### src/rtl/wb_stage_if.sv
// Write-back stage bus: upstream instruction/memory inputs and register-file write outputs.
interface wb_stage_if;
  localparam int unsigned DEST_W = 4;
  localparam int unsigned DATA_W = 32;
  localparam int unsigned CNT_W  = 16;

  logic              freeze;
  logic              wb_en_in;
  logic              mem_r_en_in;
  logic [DEST_W-1:0] dest_in;
  logic [DATA_W-1:0] alu_res_in;
  logic [DATA_W-1:0] mem_data_in;
  logic              mem_ready;
  logic [DEST_W-1:0] Dest_wb;
  logic [DATA_W-1:0] Result_WB;
  logic              writeBackEn;
  logic              wb_stall;
  logic [CNT_W-1:0]  wb_count;

  modport master (
    output freeze, wb_en_in, mem_r_en_in, dest_in, alu_res_in, mem_data_in, mem_ready,
    input  Dest_wb, Result_WB, writeBackEn, wb_stall, wb_count
  );

  modport slave (
    input  freeze, wb_en_in, mem_r_en_in, dest_in, alu_res_in, mem_data_in, mem_ready,
    output Dest_wb, Result_WB, writeBackEn, wb_stall, wb_count
  );
endinterface

### src/rtl/wb_stage.sv
// Write-back pipeline stage: captures ALU results or load data and drives the
// register-file write port, stalling upstream while a load miss is outstanding.
module wb_stage (
  input logic     clk,
  input logic     rst,
  wb_stage_if.slave bus
);
  localparam int unsigned DEST_W = 4;
  localparam int unsigned DATA_W = 32;
  localparam int unsigned CNT_W  = 16;

  typedef enum logic {RUN, WAIT_LOAD} state_t;

  state_t            state;
  logic              valid;
  logic              wb_en_r;
  logic              mem_r_r;
  logic [DEST_W-1:0] dest_r;
  logic [DATA_W-1:0] alu_r;
  logic [DATA_W-1:0] data_r;
  logic              pending;
  logic [CNT_W-1:0]  wb_count_r;
  logic              write_en_c;

  assign write_en_c = valid & wb_en_r & ~pending;

  // Stage registers and load-wait FSM; reset discards any outstanding load.
  always_ff @(posedge clk) begin
    if (!rst) begin
      state      <= RUN;
      valid      <= 1'b0;
      pending    <= 1'b0;
      wb_en_r    <= 1'b0;
      mem_r_r    <= 1'b0;
      dest_r     <= '0;
      alu_r      <= '0;
      data_r     <= '0;
      wb_count_r <= '0;
    end else begin
      if (write_en_c) begin
        wb_count_r <= wb_count_r + CNT_W'(1);
      end
      case (state)
        RUN: begin
          if (!bus.freeze) begin
            valid   <= 1'b1;
            wb_en_r <= bus.wb_en_in;
            mem_r_r <= bus.mem_r_en_in;
            dest_r  <= bus.dest_in;
            alu_r   <= bus.alu_res_in;
            pending <= 1'b0;
            // Only a writing load waits on memory; a non-writing load is a no-op.
            if (bus.mem_r_en_in && bus.wb_en_in) begin
              if (bus.mem_ready) begin
                data_r <= bus.mem_data_in;
              end else begin
                pending <= 1'b1;
                state   <= WAIT_LOAD;
              end
            end
          end else begin
            valid   <= 1'b0;
            pending <= 1'b0;
          end
        end
        WAIT_LOAD: begin
          if (bus.mem_ready) begin
            data_r  <= bus.mem_data_in;
            pending <= 1'b0;
            state   <= RUN;
          end
        end
        default: state <= RUN;
      endcase
    end
  end

  assign bus.writeBackEn = write_en_c;
  assign bus.wb_stall    = (state == WAIT_LOAD);
  assign bus.Dest_wb     = dest_r;
  assign bus.Result_WB   = mem_r_r ? data_r : alu_r;
  assign bus.wb_count    = wb_count_r;
endmodule
### src/flat_wrapper.sv
// flat-port wrapper written by rule: the top's interface ports become plain ports
module wb_stage_flat 
  (clk, rst, bus_freeze, bus_wb_en_in, bus_mem_r_en_in, bus_dest_in, bus_alu_res_in, bus_mem_data_in, bus_mem_ready, bus_Dest_wb, bus_Result_WB, bus_writeBackEn, bus_wb_stall, bus_wb_count);
  wb_stage_if bus_i ();
  input logic clk;
  input logic rst;
  input wire logic [$bits(bus_i.freeze)-1:0] bus_freeze;
  input wire logic [$bits(bus_i.wb_en_in)-1:0] bus_wb_en_in;
  input wire logic [$bits(bus_i.mem_r_en_in)-1:0] bus_mem_r_en_in;
  input wire logic [$bits(bus_i.dest_in)-1:0] bus_dest_in;
  input wire logic [$bits(bus_i.alu_res_in)-1:0] bus_alu_res_in;
  input wire logic [$bits(bus_i.mem_data_in)-1:0] bus_mem_data_in;
  input wire logic [$bits(bus_i.mem_ready)-1:0] bus_mem_ready;
  output wire logic [$bits(bus_i.Dest_wb)-1:0] bus_Dest_wb;
  output wire logic [$bits(bus_i.Result_WB)-1:0] bus_Result_WB;
  output wire logic [$bits(bus_i.writeBackEn)-1:0] bus_writeBackEn;
  output wire logic [$bits(bus_i.wb_stall)-1:0] bus_wb_stall;
  output wire logic [$bits(bus_i.wb_count)-1:0] bus_wb_count;
  assign bus_i.freeze = bus_freeze;
  assign bus_i.wb_en_in = bus_wb_en_in;
  assign bus_i.mem_r_en_in = bus_mem_r_en_in;
  assign bus_i.dest_in = bus_dest_in;
  assign bus_i.alu_res_in = bus_alu_res_in;
  assign bus_i.mem_data_in = bus_mem_data_in;
  assign bus_i.mem_ready = bus_mem_ready;
  assign bus_Dest_wb = bus_i.Dest_wb;
  assign bus_Result_WB = bus_i.Result_WB;
  assign bus_writeBackEn = bus_i.writeBackEn;
  assign bus_wb_stall = bus_i.wb_stall;
  assign bus_wb_count = bus_i.wb_count;
  wb_stage u_core (.clk(clk), .rst(rst), .bus(bus_i));
endmodule
### config.mk
export PLATFORM = sky130hd
export DESIGN_NAME = wb_stage_flat
export DESIGN_NICKNAME = d
export VERILOG_FILES = /design/src/rtl/wb_stage_if.sv /design/src/rtl/wb_stage.sv /design/src/flat_wrapper.sv
export SDC_FILE = /design/constraint.sdc
export NUM_CORES = 1
export LEC_CHECK = 0
export CORE_MARGIN = 2
export CORE_UTILIZATION = 49
export CTS_CLUSTER_DIAMETER = 30
export DETAILED_ROUTE_END_ITERATION = 10
export MAX_ROUTING_LAYER = met4
export PLACE_DENSITY = 0.91
export SLEW_MARGIN = 25
export SYNTH_ARGS = -nofsm -noshare
export SYNTH_HDL_FRONTEND = slang
export SYNTH_SLANG_ARGS = --single-unit
### constraint.sdc
create_clock -name clk -period 2.4 [get_ports clk]
set_input_delay 0.24 -clock clk [delete_from_list [all_inputs] [get_ports clk]]
set_output_delay 0.24 -clock clk [all_outputs]
set_load 0.05 [all_outputs]
### Word level (Yosys, flattened, before mapping)

Index checks and enable logic that the tools add are counted.

* register bits: 89
* output and inout port bits: 54
* word-level logic and storage cells: 33

* add/subtract/negate cells: 1
* eq/ne operators: 3
* mux-type cells: 12
* bitwise logic cells: 5
* reduce and logical (&&, ||, !) cells: 3

Operators with widths (count)
* 2-to-1 mux 32 bit: 4
* one-hot mux 32 bit (2 select lines): 1
* adder 16 x 1 -> 16 bit (second input constant): 1
* 2-to-1 mux 1 bit: 5
* inequality test 2 bit (second input constant): 2
* one-hot mux 1 bit (2 select lines): 2
* AND reduction 2 bit: 2
* inverter 1 bit: 3
* AND 1 bit: 2
* inequality test 2 x 1 -> 1 bit (second input constant): 1
* logical AND 1 bit: 1

### Logic depth before layout (Yosys ltp)

Gate-level depths: netlist of the first run.

* depth after elaboration: 4
* mapped depth: 5
* gate-level depth less buffers: 5

### Worst setup path before layout of the first run

OpenSTA, ideal clock, no wires.

* path type: register to register
* from: register u_core.wb_count_r[0] (netlist: u_core.bus.wb_count[0])
* to: register u_core.wb_count_r[12] (netlist: u_core.bus.wb_count[12])
* setup time: 0.115 ns
* arrival time: 1.684 ns
* path slack: 0.601 ns
* stages on the path, launching flop included: 6
* buffers on the path: 0
* path through: dfxtp_1 > ha_1 > nand4b_4 > nor4_2 > xor2_1 > and2_1

* cells in the longest elaborated chain, start to end: 1

Ends and longest elaborated chain
* from (decl): RTL line wb_stage.sv:22 `logic [CNT_W-1:0] wb_count_r;`
* from (signal assigned): RTL line wb_stage.sv:41 `wb_count_r <= wb_count_r + CNT_W'(1);`
* adder 16 x 1 -> 16 bit: RTL line wb_stage.sv:41

Every way passes these cells.
A chain may end at the register's enable or synchronous reset.

### Worst setup path in the final report of the first run

* from: register u_core.pending
* to: output port bus_writeBackEn

* cells in the longest elaborated chain, start to end: 2

Ends and longest elaborated chain
* from (decl): RTL line wb_stage.sv:21 `logic pending;`
* from (signal assigned): RTL line wb_stage.sv:32 `pending <= 1'b0;`
* from (signal assigned): RTL line wb_stage.sv:51 `pending <= 1'b0;`
* from (signal assigned): RTL line wb_stage.sv:57 `pending <= 1'b1;`
* inverter 1 bit: RTL line wb_stage.sv:25 `assign write_en_c = valid & wb_en_r & ~pending;`
* AND 1 bit: RTL line wb_stage.sv:25
* to (decl): RTL line flat_wrapper.sv:16 `output wire logic [$bits(bus_i.writeBackEn)-1:0] bus_writeBackEn;`

Every way passes these cells.

==> results of run 1 <==
per-stage QoR:
| step | worst slack (ps) | std cells | hold slack (ps) | power, uW |
|---|---|---|---|---|
| floorplan | 601 | 440 | 325 | 1890 |
| global placement | 606 | 649 | 439 | 2210 |
| detailed placement | 486 | 649 | 447 | 2230 |
| CTS | 189 | 665 | 384 | 3260 |
| global route | 133 | 665 | 410 | 3360 |
| finish | 217 | 665 | 398 | 3250 |
state kept, by name, indices dropped and copies added, names as in the netlist:
register / flops
u_core.alu_r: 32
u_core.bus.Dest_wb: 4
u_core.bus.wb_count: 16
u_core.bus.wb_stall: 1
u_core.data_r: 32
u_core.mem_r_r: 1
u_core.pending: 1
u_core.valid: 1
u_core.wb_en_r: 1
per-layer routing:
layer,routed length (um),vias to the layer above
li1,-,1689
met1,4190,1665
met2,5060,130
met3,624,14
met4,135,0
met5,0,-
logic make-up (layout without fill, tap and decap cells):
logic type / count (synthesis) / after routing / share of synthesized area
AO/OA/AOI/OAI: 83 / 83 / 0.158
XOR/XNOR: 8 / 8 / 0.0181
adder cells (fa/ha/maj): 1 / 1 / 0.00322
buffers and inverters: 33 / 156 / 0.0374
flip-flops: 89 / 89 / 0.459
multiplexers: 35 / 35 / 0.101
AND/OR/NAND/NOR: 191 / 191 / 0.223
cell usage in the layout (no fill, tap or decap), drive strengths merged, types with 4 or more instances in the layout:
cell,Yosys,routed
dfxtp,89,89
xor2,4,4
a21boi,76,76
inv,5,5
nand2,152,152
nor3,5,5
xnor2,4,4
buf,15,41
nor2,4,4
mux2,32,32
and2,8,8
clkdlybuf4s50,0,94
nand3,4,4
clkbuf,13,14
o21ai,4,4
worst reg2reg max path, cell delays in order (launching register included):
cell and delay, ps:
dfxtp_1 420, ha_1 230, nand4b_4 200, nor4_2 380, xor2_1 100, and2_1 160
area by class of cell:
type / instances / area, um2 / share of cell area
Multi-Input combinational cell: 318 / 1960 / 0.340
Sequential cell: 89 / 1780 / 0.309
Clock buffer: 14 / 173 / 0.0299
Inverter: 5 / 18.8 / 0.00325
Timing Repair Buffer: 135 / 1670 / 0.290
Clock inverter: 2 / 35.0 / 0.00607
Tap cell: 102 / 128 / 0.0221
worst max-delay path by stage:
| stage | startpoint | end | slack [ps] | cells after the start |
|---|---|---|---|---|
| finish | u_core.pending$_SDFFE_PN0P_ | bus_writeBackEn | 220 | 3 |
| global route | u_core.pending$_SDFFE_PN0P_ | bus_writeBackEn | 130 | 3 |
| CTS | u_core.pending$_SDFFE_PN0P_ | bus_writeBackEn | 190 | 3 |
| detailed placement | bus_freeze | u_core.data_r[13]$_SDFFE_PN0P_ | 490 | 6 |
| global placement | u_core.pending$_SDFFE_PN0P_ | bus_writeBackEn | 610 | 3 |
| floorplan | u_core.bus.wb_count[0]$_SDFFE_PN0P_ | u_core.bus.wb_count[12]$_SDFFE_PN0P_ | 600 | 5 |
power groups by stage:
stage / Combinational (uW) / Clock, uW / Sequential, uW
after floorplan: 290 / 0 / 1600
final: 630 / 1060 / 1560
after CTS: 635 / 1070 / 1560
after global placement: 621 / 0 / 1590
after detailed placement: 631 / 0 / 1590
after global routing: 667 / 1120 / 1570
==> flow_metrics.py, run 1 <==
metrics = {
    "grt": {
        "grt_max_degree": 59,
        "first_global_vias": 3639,
        "antenna_found_initial": 0,
        "grt_util_met1": 0.299,
        "met2_usage": 0.428,
        "gr-usage-met3": 0.0508,
        "overflow": 0,
        "grt_use_total": 0.250,
        "busiest_layer": "met2",
        "grt_pass1_wl_mm": 16.9,
    },
    "timing": {
        "max_slew_margin": 0.648,
        "period_share": 0.910,
        "setup_violations": 0,
        "finClkSkew_ps": 7.04,
        "final-max-slew-violation-count": 0,
        "hold_viol": 0,
        "rsz0062_at_grt": "false",
        "final.min_clock_period_ps": 2180,
        "fmax_mhz": 458,
        "tightestPinTransition_ps": 528,
        "setup_tns_ps": 0,
    },
    "floorplan": {
        "die_x_um": 93,
        "io_pins": 128,
        "die_h_um": 93,
        "num_rows": 32,
        "start_util": 0.505,
        "dieArea_mm2": 0.00865,
        "core-area_mm2": 0.00769,
    },
    "cells_and_area": {
        "area_growth_pct": 48.6,
        "drive_gt1_frac": 0.174,
        "fill_cells": 538,
        "diodes": 0,
        "finish.utilization": 0.750,
        "layout.nets": 633,
        "stdcell_area_mm2": 0.00577,
    },
    "run": {
        "max_cap_violations": 0,
    },
    "clocking": {
        "post_cts_buffers": 0,
        "path_clk_slew_ps": 80,
        "cts_resized": 0,
        "cts_max_path_buffers": 2,
        "numClockSinks": 89,
        "cts_tree": "yes",
        "htree_levels": 3,
        "cts_buffers": 9,
        "holdBufCountCts": 0,
        "root_buffer": "clkbuf_8",
        "clock_latency_ps": 340,
    },
    "route": {
        "dr.pass1.iters": 4,
        "vias_per_cell": 5.26,
        "num_vias": 3498,
        "ant_nets": 0,
        "drtIter0Drc": 103,
        "routedWlPerCell_um": 15.0,
        "drc": 0,
        "wl_mm": 10.0,
    },
    "logic_synthesis": {
        "yosysMostFrequentCell": "nand2_1",
        "synth_seq_cells": 89,
        "synth-edff-count": 0,
        "syn-cell-area_mm2": 0.00388,
        "ys_top_cells_by_count": "152 x nand2_1, 89 x dfxtp_1, 59 x a21boi_0",
        "synth_top_cell_by_area": "dfxtp_1",
        "synth_top_area_frac": 0.459,
        "syn-mean-instance-area_um2": 8.82,
        "ys_warn_count": 0,
        "synth_top_flop_cell": "dfxtp_1",
        "synthDistinctLibCells": 34,
        "synth_nets": 515,
        "syn_inst": 440,
        "synthTopCellsByArea": "dfxtp_1 46%, nand2_1 15%, a21boi_0 11%",
        "synth.yosys.seq_area_share": 0.459,
        "async_reset_ff_frac": 0,
    },
    "worst_setup_path": {
        "path_buf_inv": 2,
        "crit_path_max_fanout": 8,
        "cpPeakStageDelay_ps": 810,
        "cp_cell_sequence": "nand3b_2 > inv_1 > clkdlybuf4s50_1",
        "cp.arrival_ps": 1940,
        "slowest_stage": "clkdlybuf4s50_1",
        "regToRegEndpoint": "u_core.bus.wb_count[12]$_SDFFE_PN0P_",
        "worst_r2r_path_depth": 5,
        "path_delay_family": "buffers and inverters",
        "rr_startpoint": "u_core.bus.wb_count[0]$_SDFFE_PN0P_",
        "start_kind": "register",
        "reg2reg_slack_ps": 810,
        "cp-end-kind": "output port",
        "path_class": "reg2out",
        "crit_required_ps": 2160,
    },
    "power_and_ir_drop": {
        "power.density_mw_per_mm2": 563,
        "switching_power_uw": 827,
        "p_seq_frac": 0.480,
        "swShare": 0.255,
        "ir_drop_uv": 324,
        "p_leak_uw": 0.00224,
        "power_frac_comb": 0.194,
        "clock_power_share": 0.326,
        "internal_power_uw": 2420,
    },
    "worst_hold_path": {
        "hp-start": "rst",
        "hp-class": "in2reg",
        "hold_end": "u_core.bus.wb_count[15]$_SDFFE_PN0P_",
        "holdPathStages": 2,
    },
    "placement": {
        "port_buffers": 127,
        "place_hpwl_mm": 7.25,
        "place_congestion": 0.882,
        "place_area_mm2": 0.00556,
    },
    "status": {
        "outcome": "finished clean",
    },
}
Note: power is estimated with default switching activity, not from simulation.
==> inputs of run 2 (changes only) <==
Settings changed: CTS_CLUSTER_DIAMETER 30 to not set, RECOVER_POWER set to 50, SKIP_LAST_GASP set to 1.
==> run 2 against run 1 <==
Effect of this change: clock-buffer cell count stayed put; combinational power is 1% lower; critical path depth stayed put; maximum frequency increased by 2.8%; global-route usage unchanged; wire length grew 0.30%; clock power about the same; critical path type unchanged; largest cell class unchanged; largest power group unchanged; highest routed layer unchanged.
==> flow_metrics.py, run 2 (synthesized netlist as in run 1, its figures left out) <==
metrics = {
    "status": {
        "outcome": "finished clean",
    },
    "floorplan": {
        "num_rows": 32,
        "start_util": 0.505,
        "io_pins": 128,
        "dieArea_mm2": 0.00865,
        "die_h_um": 93,
        "core-area_mm2": 0.00769,
        "die_x_um": 93,
    },
    "cells_and_area": {
        "diodes": 0,
        "seqCellArea_mm2": 0.00178,
        "layout.nets": 633,
        "drive_gt1_frac": 0.160,
        "area_growth_pct": 47.0,
        "layout_common_cells": "152 x nand2_1, 93 x clkdlybuf4s50_1, 89 x dfxtp_1",
        "fill_cells": 548,
        "layout_commonest_cell": "nand2_1",
        "multi_input_area_mm2": 0.00191,
    },
    "timing": {
        "setup_tns_ps": 0,
        "setup_ws_ps": 276,
        "finClkSkew_ps": 5.60,
        "tightestPinTransition_ps": 1190,
        "final.min_clock_period_ps": 2120,
        "period_share": 0.885,
        "fmax_mhz": 471,
        "rsz0062_at_grt": "false",
        "max_slew_margin": 0.200,
        "setup_violations": 0,
        "hold_viol": 0,
        "final-max-slew-violation-count": 0,
    },
    "grt": {
        "antenna_found_initial": 0,
        "grt_max_degree": 59,
        "grt_use_total": 0.250,
        "first_global_vias": 3639,
        "grt_pass1_wl_mm": 16.9,
        "overflow": 0,
    },
    "clocking": {
        "post_cts_buffers": 0,
        "holdBufCountCts": 0,
        "cts_resized": 0,
        "path_clk_slew_ps": 80,
        "root_buffer": "clkbuf_8",
        "cts_tree": "yes",
        "clock_latency_ps": 340,
        "cts_max_path_buffers": 2,
        "numClockSinks": 89,
        "cts_buffers": 9,
        "htree_levels": 3,
    },
    "worst_setup_path": {
        "crit_required_ps": 2160,
        "regToRegEndpoint": "u_core.alu_r[13]$_SDFFE_PN0P_",
        "rr_startpoint": "u_core.bus.wb_stall$_SDFF_PN0_",
        "reg2reg_slack_ps": 480,
        "cp.arrival_ps": 1880,
        "start_kind": "register",
        "crit_path_max_fanout": 8,
        "cp-end-kind": "output port",
        "path_class": "reg2out",
        "worst_r2r_path_depth": 4,
    },
    "power_and_ir_drop": {
        "power.density_mw_per_mm2": 567,
        "p_leak_uw": 0.00217,
        "ir_drop_uv": 324,
    },
    "route": {
        "drtIter0Drc": 127,
        "wl_mm": 10.0,
        "dr.pass1.iters": 4,
        "drc": 0,
        "routedWlPerCell_um": 15.1,
        "ant_nets": 0,
        "vias_per_cell": 5.21,
        "num_vias": 3464,
    },
    "worst_hold_path": {
        "hp-start": "rst",
        "holdPathStages": 2,
        "hold_end": "u_core.bus.wb_count[15]$_SDFFE_PN0P_",
        "hp-class": "in2reg",
    },
    "placement": {
        "place_hpwl_mm": 7.25,
        "pre_cts_slack_ps": 486,
        "port_buffers": 127,
        "place_congestion": 0.882,
    },
    "run": {
        "max_cap_violations": 0,
    },
}
-- run 2: changes by cell type in the layout (fill, tap and decap cells not counted), sizes merged --
cell           previous run  this run
clkbuf                   14        18
clkdlybuf4s50            94        93
buf                      41        37
dlygate4sd3               0         1
-- run 2: how the worst max path moves through the flow --
stage | to | start | slack, ps | cells past startpoint
final | bus_writeBackEn | u_core.pending$_SDFFE_PN0P_ | 280 | 3
after global routing | u_core.data_r[13]$_SDFFE_PN0P_ | bus_freeze | 150 | 6
after CTS | bus_writeBackEn | u_core.pending$_SDFFE_PN0P_ | 190 | 3
after detailed placement | u_core.data_r[13]$_SDFFE_PN0P_ | bus_freeze | 490 | 6
after global placement | bus_writeBackEn | u_core.pending$_SDFFE_PN0P_ | 610 | 3
after floorplan | u_core.bus.wb_count[12]$_SDFFE_PN0P_ | u_core.bus.wb_count[0]$_SDFFE_PN0P_ | 600 | 5
-- run 2: per-layer routing --
| layer | vias up | track usage | part of all wire |
|---|---|---|---|
| met5 | - | - | 0 |
| met4 | 0 | 0.0735 | 0.012 |
| met3 | 12 | 0.0508 | 0.064 |
| met2 | 126 | 0.428 | 0.51 |
| met1 | 1634 | 0.299 | 0.42 |
| li1 | 1692 | - | - |
-- run 2: cell type report --
cell class,count,share of cell area
Inverter,5,0.00329
Tap cell,102,0.0224
Sequential cell,89,0.312
Multi-Input combinational cell,318,0.335
Timing Repair Buffer,135,0.291
Clock inverter,2,0.00614
Clock buffer,14,0.0303
-- run 2: stage by stage --
stage | hold WS, ps | power [uW] | cell area (um2) | util | instances
after detailed placement | 447 | 2230 | 5560 | 0.723 | 649
after global routing | 411 | 3350 | 5710 | 0.742 | 665
final | 408 | 3230 | 5710 | 0.742 | 665
after floorplan | 325 | 1890 | 3880 | - | 440
after global placement | 439 | 2210 | 5560 | 0.723 | 649
after CTS | 384 | 3260 | 5770 | 0.750 | 665
-- run 2: worst max-delay path: stages, from the launching register on --
cell             delay (ps)
dfxtp_1                 330
nand3b_2                300
inv_1                   110
clkdlybuf4s50_1         810
-- run 2: where the power goes --
group          internal, uW  switching [uW]
clock                   567             484
combinational           322             303
sequential             1530            29.5
total                  2420             816
==> inputs of run 3 (changes only) <==
Settings changed: RECOVER_POWER 50 to not set.
==> results of run 3 <==
No change in the layout: final DEF, timing and power equal those of run 1.
==> patch, RTL diff (config.mk and constraints of run 3) <==
`CNT_W` is set to 16 in 2 places; all go to 18.
--- a/src/rtl/wb_stage_if.sv
+++ b/src/rtl/wb_stage_if.sv
@@ -2,7 +2,7 @@
 interface wb_stage_if;
   localparam int unsigned DEST_W = 4;
   localparam int unsigned DATA_W = 32;
-  localparam int unsigned CNT_W  = 16;
+  localparam int unsigned CNT_W  = 18;
 
   logic              freeze;
   logic              wb_en_in;
--- a/src/rtl/wb_stage.sv
+++ b/src/rtl/wb_stage.sv
@@ -7,7 +7,7 @@
 );
   localparam int unsigned DEST_W = 4;
   localparam int unsigned DATA_W = 32;
-  localparam int unsigned CNT_W  = 16;
+  localparam int unsigned CNT_W  = 18;
 
   typedef enum logic {RUN, WAIT_LOAD} state_t;
 
Interface: changed (resized bus_wb_count); port bits go from 128 to 130. The function was not compared with the original's and may differ.
==> patch against run 3 <==
  * Sequential cell count up 2
  * Largest power group unchanged
  * Power up 2.1%
  * Setup slack got worse by 0.10 ns
  * Final area shrank 3.2%
  * Routed wire length up 1.7%
  * Combinational power hardly changed
  * Count of clock-buffer cells in the layout shrank 3
  * Sequential share of layout area is 1.7 points higher
  * Area after synthesis decreased by 5.3%
==> patch: results (changes against run 3) <==
[outcome]
outcome = completed

[placement]
io_buffers = 129  ; +1.6%
dp_hpwl_mm = 7.33  ; +1.1%
gp_congestion = 0.803  ; -9.0%
dpl_worst_slack_ns = 0.414  ; -0.0723 ns

[final_layout]
final_nets = 636  ; +0.47%
final_layout_size_suffix_gt1_share_pct = 17.0  ; -0.45 points
multi_input_area_mm2 = 0.00173  ; -12%
area_delta_synth_final_pct = 51.9
signal_buffers = 137  ; +1.5%
buf_share_pct = 30.2  ; +1.2 points
clkCellAreaFrac_pct = 3.74  ; +0.14 points
nClkBuffers = 11  ; -3

[grt]
grt_pass1_wl_mm = 16.5  ; -2.0%
grt_pass1_vias = 3554  ; -2.3%
met1_usage_pct = 28.5  ; -1.4 points
grt_util_met3_pct = 3.09  ; -2.0 points

[logic_synthesis]
synth_area_leaders = dfxtp_1 (50%), nand2_1 (15%), a21oi_1 (11%), mux2_2 (9.8%), clkbuf_1 (2.7%)
netlist_instances = 442  ; +0.45%
synth_compound_area_share_pct = 13.1  ; -2.8 points
synth_common_cells = nand2_1 (145), dfxtp_1 (91), a21oi_1 (79), mux2_2 (32), clkbuf_1 (26)
synth_xor_area_share_pct = 2.14  ; +0.34 points
synth_mux_area_share_pct = 10.1  ; +0.013 points
synth-adder-area-share_pct = 0.340  ; +0.018 points
synth_nets = 517  ; +0.39%

[worst_setup_path]
crit_fanout = 12  ; +4
critPathMaxStageDelay_ns = 0.89  ; +0.08 ns
reg2reg_slack_ns = 0.48  ; -0.33 ns
reg2regPathDepth = 4  ; -1
cp_data_arrival_time_ns = 2.04  ; +0.10 ns

[hold_path]
min_from = bus_alu_res_in[7]
hold_path_end = u_core.alu_r[7]$_SDFFE_PN0P_
hold_depth = 3  ; +1

[sta]
skew_ns = 0.0131  ; +0.00608 ns
slew_headroom_pct = 45.2  ; -20 points
hold_ws_ns = 0.435  ; +0.0377 ns
final.setup.worst_slack_ns = 0.115  ; -0.102 ns

[die]
placementRows = 31  ; -3.1%

[drt]
wl_met2_mm = 5.66  ; +12%
vias = 3495  ; -0.086%
initialDrtViolationCount = 94  ; -8.7%

[power_and_ir_drop]
p_leak_nw = 2.08  ; -7.2%
peakVddDrop_v = 0.000441  ; +36%

-- patch: cell count changes after synthesis, sizes merged, moves of 4 or more --
| cell | run 3 | this run |
|---|---|---|
| a21boi | 76 | 1 |
| a21oi | 1 | 79 |
| or4 | 0 | 5 |
| o31ai | 0 | 5 |
| nand2 | 152 | 146 |
| buf | 15 | 3 |
| clkbuf | 13 | 26 |
| nor3 | 5 | 0 |
| and2 | 8 | 0 |
| nor2 | 4 | 11 |
| xor2 | 4 | 8 |
-- patch: power by group through the flow --
stage,sequential [mW],combinational (mW),clock [mW]
floorplan,1.63,0.284,0
global placement,1.62,0.623,0
detailed placement,1.63,0.632,0
CTS,1.59,0.636,1.11
global route,1.60,0.665,1.16
finish,1.59,0.632,1.09
-- patch: worst min-delay path: stages --
cell             delay [ns]
clkdlybuf4s50_1        0.40
nand2_1                0.06
a21oi_1                0.05
